--- src/rtl/spi_slave_ctrl.sv ---
// SPI mode-0 slave front end for the 128x16 register memory. It oversamples the SPI pins on clk,
// turns 24-bit frames into memory address/data/rwb controls, and shifts read data back onto MISO.
module spi_slave_ctrl #(
  parameter int SYNC_STAGES = 2,
  parameter int ADDR_W      = 7,
  parameter int DATA_W      = 16
) (
  input  logic              clk,
  input  logic              rstn,
  input  logic              sclk,
  input  logic              cs_n,
  input  logic              mosi,
  output logic              miso,
  output logic              miso_oe,
  output logic [ADDR_W-1:0] mem_add,
  output logic [DATA_W-1:0] mem_data_in,
  output logic              mem_rwb,
  input  logic [DATA_W-1:0] mem_data_out,
  output logic              frame_done,
  output logic              frame_err
);

  localparam int HDR_W   = 1 + ADDR_W;
  localparam int FRAME_W = HDR_W + DATA_W;
  localparam int CNT_W   = $clog2(FRAME_W + 1);

  typedef enum logic [2:0] {
    S_IDLE      = 3'd0,
    S_HDR       = 3'd1,
    S_RD_WAIT   = 3'd2,
    S_RD_DATA   = 3'd3,
    S_WR_DATA   = 3'd4,
    S_WR_COMMIT = 3'd5,
    S_DONE      = 3'd6
  } state_t;

  state_t r_state;
  state_t w_state_nxt;

  logic [SYNC_STAGES-1:0] r_sclk_sync;
  logic [SYNC_STAGES-1:0] r_cs_sync;
  logic [SYNC_STAGES-1:0] r_mosi_sync;
  logic                   r_sclk_d;
  logic                   r_cs_d;

  logic [CNT_W-1:0]  r_bit_cnt;
  logic [DATA_W-2:0] r_rx_sr;
  logic [DATA_W-1:0] r_tx_sr;
  logic              r_wait;
  logic              r_miso;
  logic              r_miso_oe;
  logic [ADDR_W-1:0] r_mem_add;
  logic [DATA_W-1:0] r_mem_data_in;
  logic              r_mem_rwb;
  logic              r_frame_done;
  logic              r_frame_err;

  logic w_sclk;
  logic w_cs_n;
  logic w_mosi;
  logic w_rise;
  logic w_fall;
  logic w_cs_fall;
  logic w_rw;

  logic w_cnt_clr;
  logic w_cnt_inc;
  logic w_rx_shift;
  logic w_hdr_latch;
  logic w_wr_latch;
  logic w_tx_load;
  logic w_tx_shift;
  logic w_abort;

  assign w_sclk    = r_sclk_sync[SYNC_STAGES-1];
  assign w_cs_n    = r_cs_sync[SYNC_STAGES-1];
  assign w_mosi    = r_mosi_sync[SYNC_STAGES-1];
  assign w_rise    = w_sclk & ~r_sclk_d & ~w_cs_n;
  assign w_fall    = ~w_sclk & r_sclk_d & ~w_cs_n;
  assign w_cs_fall = r_cs_d & ~w_cs_n;
  // After seven header shifts the R/W bit sits at the top of the header window.
  assign w_rw      = r_rx_sr[ADDR_W-1];

  // Pin synchronisers and one-cycle delayed copies for edge detection.
  always_ff @(posedge clk or negedge rstn) begin
    if (!rstn) begin
      r_sclk_sync <= '0;
      r_cs_sync   <= '1;
      r_mosi_sync <= '0;
      r_sclk_d    <= 1'b0;
      r_cs_d      <= 1'b1;
    end else begin
      r_sclk_sync <= {r_sclk_sync[SYNC_STAGES-2:0], sclk};
      r_cs_sync   <= {r_cs_sync[SYNC_STAGES-2:0], cs_n};
      r_mosi_sync <= {r_mosi_sync[SYNC_STAGES-2:0], mosi};
      r_sclk_d    <= w_sclk;
      r_cs_d      <= w_cs_n;
    end
  end

  // State register.
  always_ff @(posedge clk or negedge rstn) begin
    if (!rstn) begin
      r_state <= S_IDLE;
    end else begin
      r_state <= w_state_nxt;
    end
  end

  // Next-state and datapath strobes.
  always_comb begin
    w_state_nxt = r_state;
    w_cnt_clr   = 1'b0;
    w_cnt_inc   = 1'b0;
    w_rx_shift  = 1'b0;
    w_hdr_latch = 1'b0;
    w_wr_latch  = 1'b0;
    w_tx_load   = 1'b0;
    w_tx_shift  = 1'b0;
    w_abort     = 1'b0;
    case (r_state)
      S_IDLE: begin
        if (w_cs_fall) begin
          w_cnt_clr   = 1'b1;
          w_state_nxt = S_HDR;
        end else begin
          w_state_nxt = S_IDLE;
        end
      end
      S_HDR: begin
        if (w_cs_n) begin
          w_abort     = 1'b1;
          w_state_nxt = S_IDLE;
        end else if (w_rise) begin
          w_rx_shift = 1'b1;
          w_cnt_inc  = 1'b1;
          if (r_bit_cnt == CNT_W'(HDR_W - 1)) begin
            w_hdr_latch = 1'b1;
            w_state_nxt = w_rw ? S_RD_WAIT : S_WR_DATA;
          end else begin
            w_state_nxt = S_HDR;
          end
        end else begin
          w_state_nxt = S_HDR;
        end
      end
      S_RD_WAIT: begin
        if (w_cs_n) begin
          w_abort     = 1'b1;
          w_state_nxt = S_IDLE;
        end else if (r_wait) begin
          w_tx_load   = 1'b1;
          w_state_nxt = S_RD_DATA;
        end else begin
          w_state_nxt = S_RD_WAIT;
        end
      end
      S_RD_DATA: begin
        if (w_cs_n) begin
          w_abort     = 1'b1;
          w_state_nxt = S_IDLE;
        end else if (w_fall) begin
          w_tx_shift  = 1'b1;
          w_state_nxt = S_RD_DATA;
        end else if (w_rise) begin
          w_cnt_inc   = 1'b1;
          w_state_nxt = (r_bit_cnt == CNT_W'(FRAME_W - 1)) ? S_DONE : S_RD_DATA;
        end else begin
          w_state_nxt = S_RD_DATA;
        end
      end
      S_WR_DATA: begin
        if (w_cs_n) begin
          w_abort     = 1'b1;
          w_state_nxt = S_IDLE;
        end else if (w_rise) begin
          w_rx_shift = 1'b1;
          w_cnt_inc  = 1'b1;
          if (r_bit_cnt == CNT_W'(FRAME_W - 1)) begin
            w_wr_latch  = 1'b1;
            w_state_nxt = S_WR_COMMIT;
          end else begin
            w_state_nxt = S_WR_DATA;
          end
        end else begin
          w_state_nxt = S_WR_DATA;
        end
      end
      S_WR_COMMIT: begin
        w_state_nxt = S_DONE;
      end
      S_DONE: begin
        if (w_cs_n) begin
          w_state_nxt = S_IDLE;
        end else begin
          w_state_nxt = S_DONE;
        end
      end
      default: begin
        w_state_nxt = S_IDLE;
      end
    endcase
  end

  // Datapath and registered outputs; rwb is derived from the next state so it is low only in WR_COMMIT.
  always_ff @(posedge clk or negedge rstn) begin
    if (!rstn) begin
      r_bit_cnt     <= '0;
      r_rx_sr       <= '0;
      r_tx_sr       <= '0;
      r_wait        <= 1'b0;
      r_miso        <= 1'b0;
      r_miso_oe     <= 1'b0;
      r_mem_add     <= '0;
      r_mem_data_in <= '0;
      r_mem_rwb     <= 1'b1;
      r_frame_done  <= 1'b0;
      r_frame_err   <= 1'b0;
    end else begin
      if (w_cnt_clr) begin
        r_bit_cnt <= '0;
      end else if (w_cnt_inc) begin
        r_bit_cnt <= r_bit_cnt + CNT_W'(1);
      end
      if (w_rx_shift) begin
        r_rx_sr <= {r_rx_sr[DATA_W-3:0], w_mosi};
      end
      if (w_hdr_latch) begin
        r_mem_add <= {r_rx_sr[ADDR_W-2:0], w_mosi};
      end
      if (w_wr_latch) begin
        r_mem_data_in <= {r_rx_sr, w_mosi};
      end
      if (w_tx_load) begin
        r_tx_sr <= mem_data_out;
      end else if (w_tx_shift) begin
        r_tx_sr <= {r_tx_sr[DATA_W-2:0], 1'b0};
      end
      r_wait <= (r_state == S_RD_WAIT) && !r_wait;
      if (w_state_nxt != S_RD_DATA) begin
        r_miso <= 1'b0;
      end else if (w_tx_shift) begin
        r_miso <= r_tx_sr[DATA_W-1];
      end
      r_miso_oe    <= ~w_cs_n;
      r_mem_rwb    <= (w_state_nxt != S_WR_COMMIT);
      r_frame_done <= (w_state_nxt == S_DONE) && (r_state != S_DONE);
      r_frame_err  <= w_abort;
    end
  end

  assign miso        = r_miso;
  assign miso_oe     = r_miso_oe;
  assign mem_add     = r_mem_add;
  assign mem_data_in = r_mem_data_in;
  assign mem_rwb     = r_mem_rwb;
  assign frame_done  = r_frame_done;
  assign frame_err   = r_frame_err;

endmodule

--- config.mk ---
export PLATFORM = sky130hd
export DESIGN_NAME = spi_slave_ctrl
export DESIGN_NICKNAME = d
export VERILOG_FILES = /design/src/rtl/spi_slave_ctrl.sv
export SDC_FILE = /design/constraint.sdc
export NUM_CORES = 1
export LEC_CHECK = 0
export ABC_AREA = 0
export BUFFER_PORTS_ARGS = -buffer_cell sky130_fd_sc_hd__buf_2
export CORE_MARGIN = 2
export CORE_UTILIZATION = 30
export DETAILED_ROUTE_END_ITERATION = 8
export PLACE_DENSITY_LB_ADDON = 0.25
export SLEW_MARGIN = 25
export SYNTH_ARGS = -nofsm -noshare
export SYNTH_HDL_FRONTEND = slang
export SYNTH_SLANG_ARGS = --single-unit
export TNS_END_PERCENT = 10
--- constraint.sdc ---
create_clock -name clk -period 2.2 [get_ports clk]
set_input_delay 0.44 -clock clk [delete_from_list [all_inputs] [get_ports clk]]
set_output_delay 0.44 -clock clk [all_outputs]
set_load 0.1 [all_outputs]
==> out/qor.yml, run 1 <==
timing:
  relSlewSlack_pct: 54.7
  hold_ws_ns: 0.0951
  drv_slew: 0
  finalCritPeriodShare_pct: 90.1
  setup_violations: 0
  fmax_ghz: 0.504
  fin_tns_setup_ns: 0
  worst_slew_pin_slew_ns: 0.680
  layout_min_cycle_time_ns: 1.98
  skew_ns: 0.0114
  finalHoldViolations: 0
  rsz0062_at_grt: "false"
critical_path:
  cp_slowest_stage_delay_ns: 0.48
  worst-path-max-fanout: 8
  endpoint: "mem_add[6]"
  cp-start-kind: "flip-flop"
  crit_slowest_cell: "or3b_1"
  critical_path_class: "reg -> reg"
  crit_start: "r_cs_sync[1]"
  reg2reg_setup_slack_ns: 0.22
  r2r_cells: 4
  worstPathArrival_ns: 2.21
  cp_cell_sequence: "or3b_1 -> nor4_2 -> nand2_1 -> mux2_2"
  cp-end-kind: "flip-flop"
  reg2reg_to: "mem_add[6]"
  worstReg2RegStart: "r_cs_sync[1]"
  critPathRequiredTime_ns: 2.43
synth:
  syn_area_sq_um: 3070
  synth_most_common_cell: "dfrtp_1"
  async_reset_ff_share_pct: 100
  synth_seq_cells: 76
  yosys-top-cells-area: "dfrtp_1 (59%), mux2_2 (11%), nand2_1 (4.2%)"
  syn_avg_cell_area_sq_um: 13.0
  synth_cell_types: 41
  syn_nets: 258
  yosysWarnings: 0
  synth_top_area_share_pct: 58.8
  seq_area_frac_synth_pct: 62.2
  synth_top_flop_cell: "dfrtp_1"
  synth_top_area_cell: "dfrtp_1"
  synth_commonest_cells: "dfrtp_1 (72), nand2_1 (34), mux2_2 (30), a22oi_1 (15), nor2_1 (10)"
  synth_edf_count: 0
  synthCells: 236
floorplan:
  die_h_um: 105
  io_pins: 49
  dieArea_sq_um: 11000
  die_x_um: 105
  rows: 36
  start_util_pct: 31.1
  core_area_sq_um: 9860
layout:
  area_growth_pct: 19.0
  final_area_sq_um: 3650
  drive_gt1_share_pct: 36.6
  diodes: 0
  utilization_pct: 37.0
  fillers: 988
  nets: 312
placement:
  finalWeightedCongestion: 0.762
  portBuffers: 48
  dpl.hpwl_um: 3880
  dpl_cell_area_sq_um: 3480
clocking:
  clk_pin_slew_ns: 0.08
  post_cts.repair.setup_buffers: 0
  clock-sinks: 76
  cts_resized: 0
  ctsHoldBuffers: 0
  cts_tree: "yes"
  cts.path.max_buffers: 2
  htree_levels: 3
  clk_latency_ns: 0.35
  cts_inserted_buffers: 9
  cts_root_buffer: "clkbuf_8"
routing:
  initialDrtViolationCount: 103
  wl_um: 5640
  via_per_inst: 4.62
  wl_per_cell_um: 13.2
  drtAntennaViolNets: 0
  drt_pass1_iterations: 4
  vias: 1978
  drcViolationCount: 0
pwr:
  swShare_pct: 24.3
  ir_worst_vdd_mv: 0.416
  clockPowerShare_pct: 36.7
  power_mw: 2.50
  seqPwrFrac_pct: 58.7
  p_sw_uw: 608
  powerDensity_nw_per_um2: 685
  power_leakage_nw: 1.84
  combinationalPowerShare_pct: 4.6
  p_int_mw: 1.89
global_routing:
  grt_pass1_wl_um: 9780
  grt_max_degree: 50
  grt_usage_pct: 11.1
  gr-max-usage-layer: "met2"
  grt_util_met3_pct: 3.62
  gr-total-overflow: 0
  grtUsageMet1_pct: 14.8
  antenna_found_initial: 0
  grt_pass1_vias: 1958
  grt_use_met2_pct: 16.7
flow_run:
  drv_cap: 0
hold_path:
  min_path_type: "in -> async"
status:
  status: "finished clean"
[critical path, delay by kind of cell, from the launching register on]
family / cells / cell delay (ns)
and+or+nand+nor: 3 / 1.09
muxes: 1 / 0.36
DFF: 1 / 0.41
[area by class of cell]
class / instances / area, sq um / share of cell area, %
multi-input combinational: 146 / 1100 / 30.3
clock buffer: 11 / 131 / 3.60
clock inverter: 5 / 36.3 / 0.995
inverter: 2 / 7.51 / 0.206
tap: 133 / 166 / 4.56
timing repair buffer: 55 / 295 / 8.10
sequential: 76 / 1910 / 52.3
[cells by family (layout without fill, tap and decap cells)]
family,after synthesis,in the layout,share of synthesized area [%]
XOR/XNOR,5,5,1.43
multiplexers,42,42,15.3
flip-flops,76,76,62.2
AND/OR/NAND/NOR,69,69,11.6
adder cells (fa/ha/maj),1,1,0.408
AO/OA/AOI/OAI,29,29,7.10
buffers and inverters,14,73,1.92
[state kept, by name, summed over array words and instances (netlist names)]
| register | count |
|---|---|
| mem_rwb | 1 |
| r_sclk_sync | 2 |
| r_wait | 1 |
| r_cs_sync | 2 |
| mem_data_in | 16 |
| miso | 1 |
| r_rx_sr | 15 |
| r_cs_d | 1 |
| mem_add | 7 |
| r_state | 3 |
| r_sclk_d | 1 |
| miso_oe | 1 |
| r_bit_cnt | 5 |
| r_mosi_sync | 2 |
| frame_done | 1 |
| frame_err | 1 |
| r_tx_sr | 16 |
[power groups by stage]
stage	clock network [mW]	logic (mW)	registers, mW
2_1_floorplan	0	0.0478	1.49
3_3_place_gp	0	0.118	1.49
3_5_place_dp	0	0.119	1.50
4_1_cts	0.969	0.119	1.47
5_1_grt	1.03	0.131	1.47
6_report	0.918	0.114	1.47
[metrics by stage]
| step | instances | setup WS, ns |
|---|---|---|
| detailed placement | 412 | 0.208 |
| finish | 428 | 0.217 |
| global route | 428 | 0.0820 |
| floorplan | 236 | 0.345 |
| CTS | 428 | 0.204 |
| global placement | 412 | 0.196 |
[worst min path at each step]
stage | from | to | slack (ns) | depth (start not counted)
3_3_place_gp | r_mosi_sync[0] | r_mosi_sync[1] | 0.33 | 0
3_5_place_dp | r_mosi_sync[0] | r_mosi_sync[1] | 0.34 | 0
4_1_cts | rstn | r_tx_sr[6] | 0.11 | 1
2_1_floorplan | rstn | frame_done | 0.14 | 0
5_1_grt | rstn | r_tx_sr[6] | 0.15 | 1
6_report | rstn | r_tx_sr[6] | 0.1 | 1
[routing by layer]
layer / routed length [um] / share of wire (%)
met1: 2670 / 47
met2: 2600 / 46
met3: 272 / 4.8
met4: 100 / 1.8
met5: 0 / 0
[cells in the final DEF (no fill, tap or decap), types with 3 or more instances in the layout]
| master | synthesis | final |
|---|---|---|
| nand2_1 | 34 | 34 |
| dfrtp_1 | 72 | 72 |
| mux2_2 | 30 | 30 |
| dfstp_2 | 4 | 4 |
| nor2b_1 | 3 | 3 |
| mux2_1 | 9 | 9 |
| buf_2 | 2 | 47 |
| xor2_1 | 3 | 3 |
| clkinvlp_4 | 0 | 3 |
| mux2i_1 | 3 | 3 |
| and3b_1 | 3 | 3 |
| clkbuf_8 | 0 | 9 |
| a22oi_1 | 15 | 15 |
| buf_4 | 1 | 8 |
| nor2_1 | 10 | 10 |
| and2_1 | 3 | 3 |
(Power assumes the default switching activity.)
==> run 2: changes to the inputs <==
ABC_AREA = 1   (was 0)
CORE_UTILIZATION = 55   (was 30)
PLACE_DENSITY = 0.78   (was unset)
PLACE_DENSITY_LB_ADDON = unset   (was 0.25)
==> out/qor.yml, run 2 <==
layout:
  diodes: 0
  final_common_cell: "nand2_1"
  final_area_sq_um: 3570
  fillers: 451
  final_cell_mix: "nand2_1 (102), dfrtp_1 (72), buf_2 (47)"
  area_growth_pct: 16.1
  drive_gt1_share_pct: 21.7
  nets: 408
critical_path:
  worstPathArrival_ns: 1.29
  crit_family: "flip-flops"
  cp_slowest_stage_delay_ns: 0.52
  worst-path-max-fanout: 1
  critPathRequiredTime_ns: 1.76
  cp-end-kind: "output pin"
  r2r_cells: 5
  worstSetupPathDepth: 1
  cp-start-kind: "flip-flop"
  crit_slowest_cell: "dfstp_2"
  cp_cell_sequence: "buf_2"
  critPathBufInv: 1
  critical_path_class: "reg -> out"
synth:
  synth_most_common_cell: "nand2_1"
  syn_nets: 356
  synth_cell_types: 25
  synth_commonest_cells: "nand2_1 (102), dfrtp_1 (72), nand3_1 (43), inv_1 (28), o21ai_0 (27)"
  async_reset_ff_share_pct: 100
  synth_edf_count: 0
  synthCells: 334
  synth_top_area_cell: "dfrtp_1"
  synth_top_area_share_pct: 58.6
  synth_top_flop_cell: "dfrtp_1"
  synth_seq_cells: 76
  seq_area_frac_synth_pct: 62.0
  syn_avg_cell_area_sq_um: 9.20
  syn_area_sq_um: 3070
  yosysWarnings: 0
  yosys-top-cells-area: "dfrtp_1 (59%), nand2_1 (12%), nand3_1 (7.0%)"
timing:
  worst_slew_pin_slew_ns: 0.495
  drv_slew: 0
  setup_ws_ns: 0.474
  skew_ns: 0.0106
  fmax_ghz: 0.579
  rsz0062_at_grt: "false"
  fin_tns_setup_ns: 0
  finalCritPeriodShare_pct: 78.5
  finalHoldViolations: 0
  relSlewSlack_pct: 67.3
  layout_min_cycle_time_ns: 1.73
  setup_violations: 0
pwr:
  clockPowerShare_pct: 39.8
  power_mw: 2.65
  power_leakage_nw: 1.79
  powerDensity_nw_per_um2: 742
  ir_worst_vdd_mv: 0.539
  p_int_mw: 2.00
  swShare_pct: 24.4
  combinationalPowerShare_pct: 5.3
  p_sw_uw: 646
  seqPwrFrac_pct: 55.0
clocking:
  ctsHoldBuffers: 0
  htree_levels: 3
  clock-sinks: 76
  clk_pin_slew_ns: 0.08
  post_cts.repair.setup_buffers: 0
  cts_root_buffer: "clkbuf_8"
  clk_latency_ns: 0.35
  cts_inserted_buffers: 9
  cts_resized: 0
  cts.path.max_buffers: 2
  cts_tree: "yes"
placement:
  dpl.hpwl_um: 3890
  finalWeightedCongestion: 0.830
  dpl_cell_area_sq_um: 3370
  place_ws_ns: 0.511
  portBuffers: 48
routing:
  via_per_inst: 4.98
  vias: 2304
  drt_pass1_iterations: 5
  initialDrtViolationCount: 177
  wl_per_cell_um: 12.2
  drcViolationCount: 0
  drtAntennaViolNets: 0
  wl_um: 5670
floorplan:
  io_pins: 49
  die_h_um: 78.8
  dieArea_sq_um: 6200
  rows: 27
  die_x_um: 78.8
  core_area_sq_um: 5440
  start_util_pct: 56.5
global_routing:
  antenna_found_initial: 0
  grt_pass1_vias: 2140
  grt_usage_pct: 20.7
  grt_max_degree: 40
  grt_pass1_wl_um: 9790
  gr-total-overflow: 0
flow_run:
  drv_cap: 0
hold_path:
  min_path_type: "in -> async"
status:
  status: "finished clean"
run 2: changes by cell type after synthesis, moves of 5 or more:
cell      before  now
inv_2          0    5
inv_1          2   28
o21ai_1        2   12
o21ai_0        1   27
a22oi_1       15    0
nand3_1        2   43
nand2_1       34  102
mux2_1         9    0
clkbuf_1       9    1
mux2_2        30    0
run 2: per-layer routing:
layer	up-vias	global-route usage [%]	share of wire (%)
li1	1165	-	-
met1	1088	28.9	48
met2	43	30.2	47
met3	8	7.50	3.8
met4	0	7.37	1.6
met5	-	0	0
run 2: cell families after synthesis:
| kind of cell | share of synthesized area [%] |
|---|---|
| buffers and inverters | 6.15 |
| AND/OR/NAND/NOR | 23.6 |
| AO/OA/AOI/OAI | 6.96 |
| flip-flops | 62.0 |
| XOR/XNOR | 0.855 |
| adder cells (fa/ha/maj) | 0.407 |
run 2: path summary, 6_finish.rpt:
| check | from | to | slack (ns) |
|---|---|---|---|
| max | mem_rwb | mem_rwb | 0.47 |
| min | rstn | r_rx_sr[4] | 0.03 |
| max reg2reg | r_state[2] | r_tx_sr[3] | 0.50 |
| min reg2reg | r_mosi_sync[0] | r_mosi_sync[1] | 0.36 |
| max in group asynchronous | rstn | r_cs_sync[0] | 1.49 |
| min in group clk | mosi | r_mosi_sync[0] | 0.19 |
run 2: power by group through the flow:
stage          Clock (mW)  Combinational (mW)  Sequential [mW]
4_1_cts              1.09               0.142             1.45
3_3_place_gp            0               0.140             1.48
5_1_grt              1.15               0.163             1.46
2_1_floorplan           0              0.0603             1.49
3_5_place_dp            0               0.142             1.48
6_report             1.05               0.139             1.45
run 2: area by class of cell:
type	count	area (sq um)	area share, %
well taps	72	90.1	2.52
repair buffers	52	273	7.64
multi-input cells	214	978	27.4
clock inverters	7	73.8	2.07
inverters	33	124	3.47
flip-flops and latches	76	1910	53.4
clock buffers	9	124	3.47
run 2: through the flow:
stage                     hold WS [ns]  std cells  util, %
after floorplan                  0.144        334        -
after global placement           0.334        447     62.0
after detailed placement         0.336        447     62.0
after CTS                       0.0477        463     65.6
after global routing            0.0494        463     65.6
final                           0.0324        463     65.6
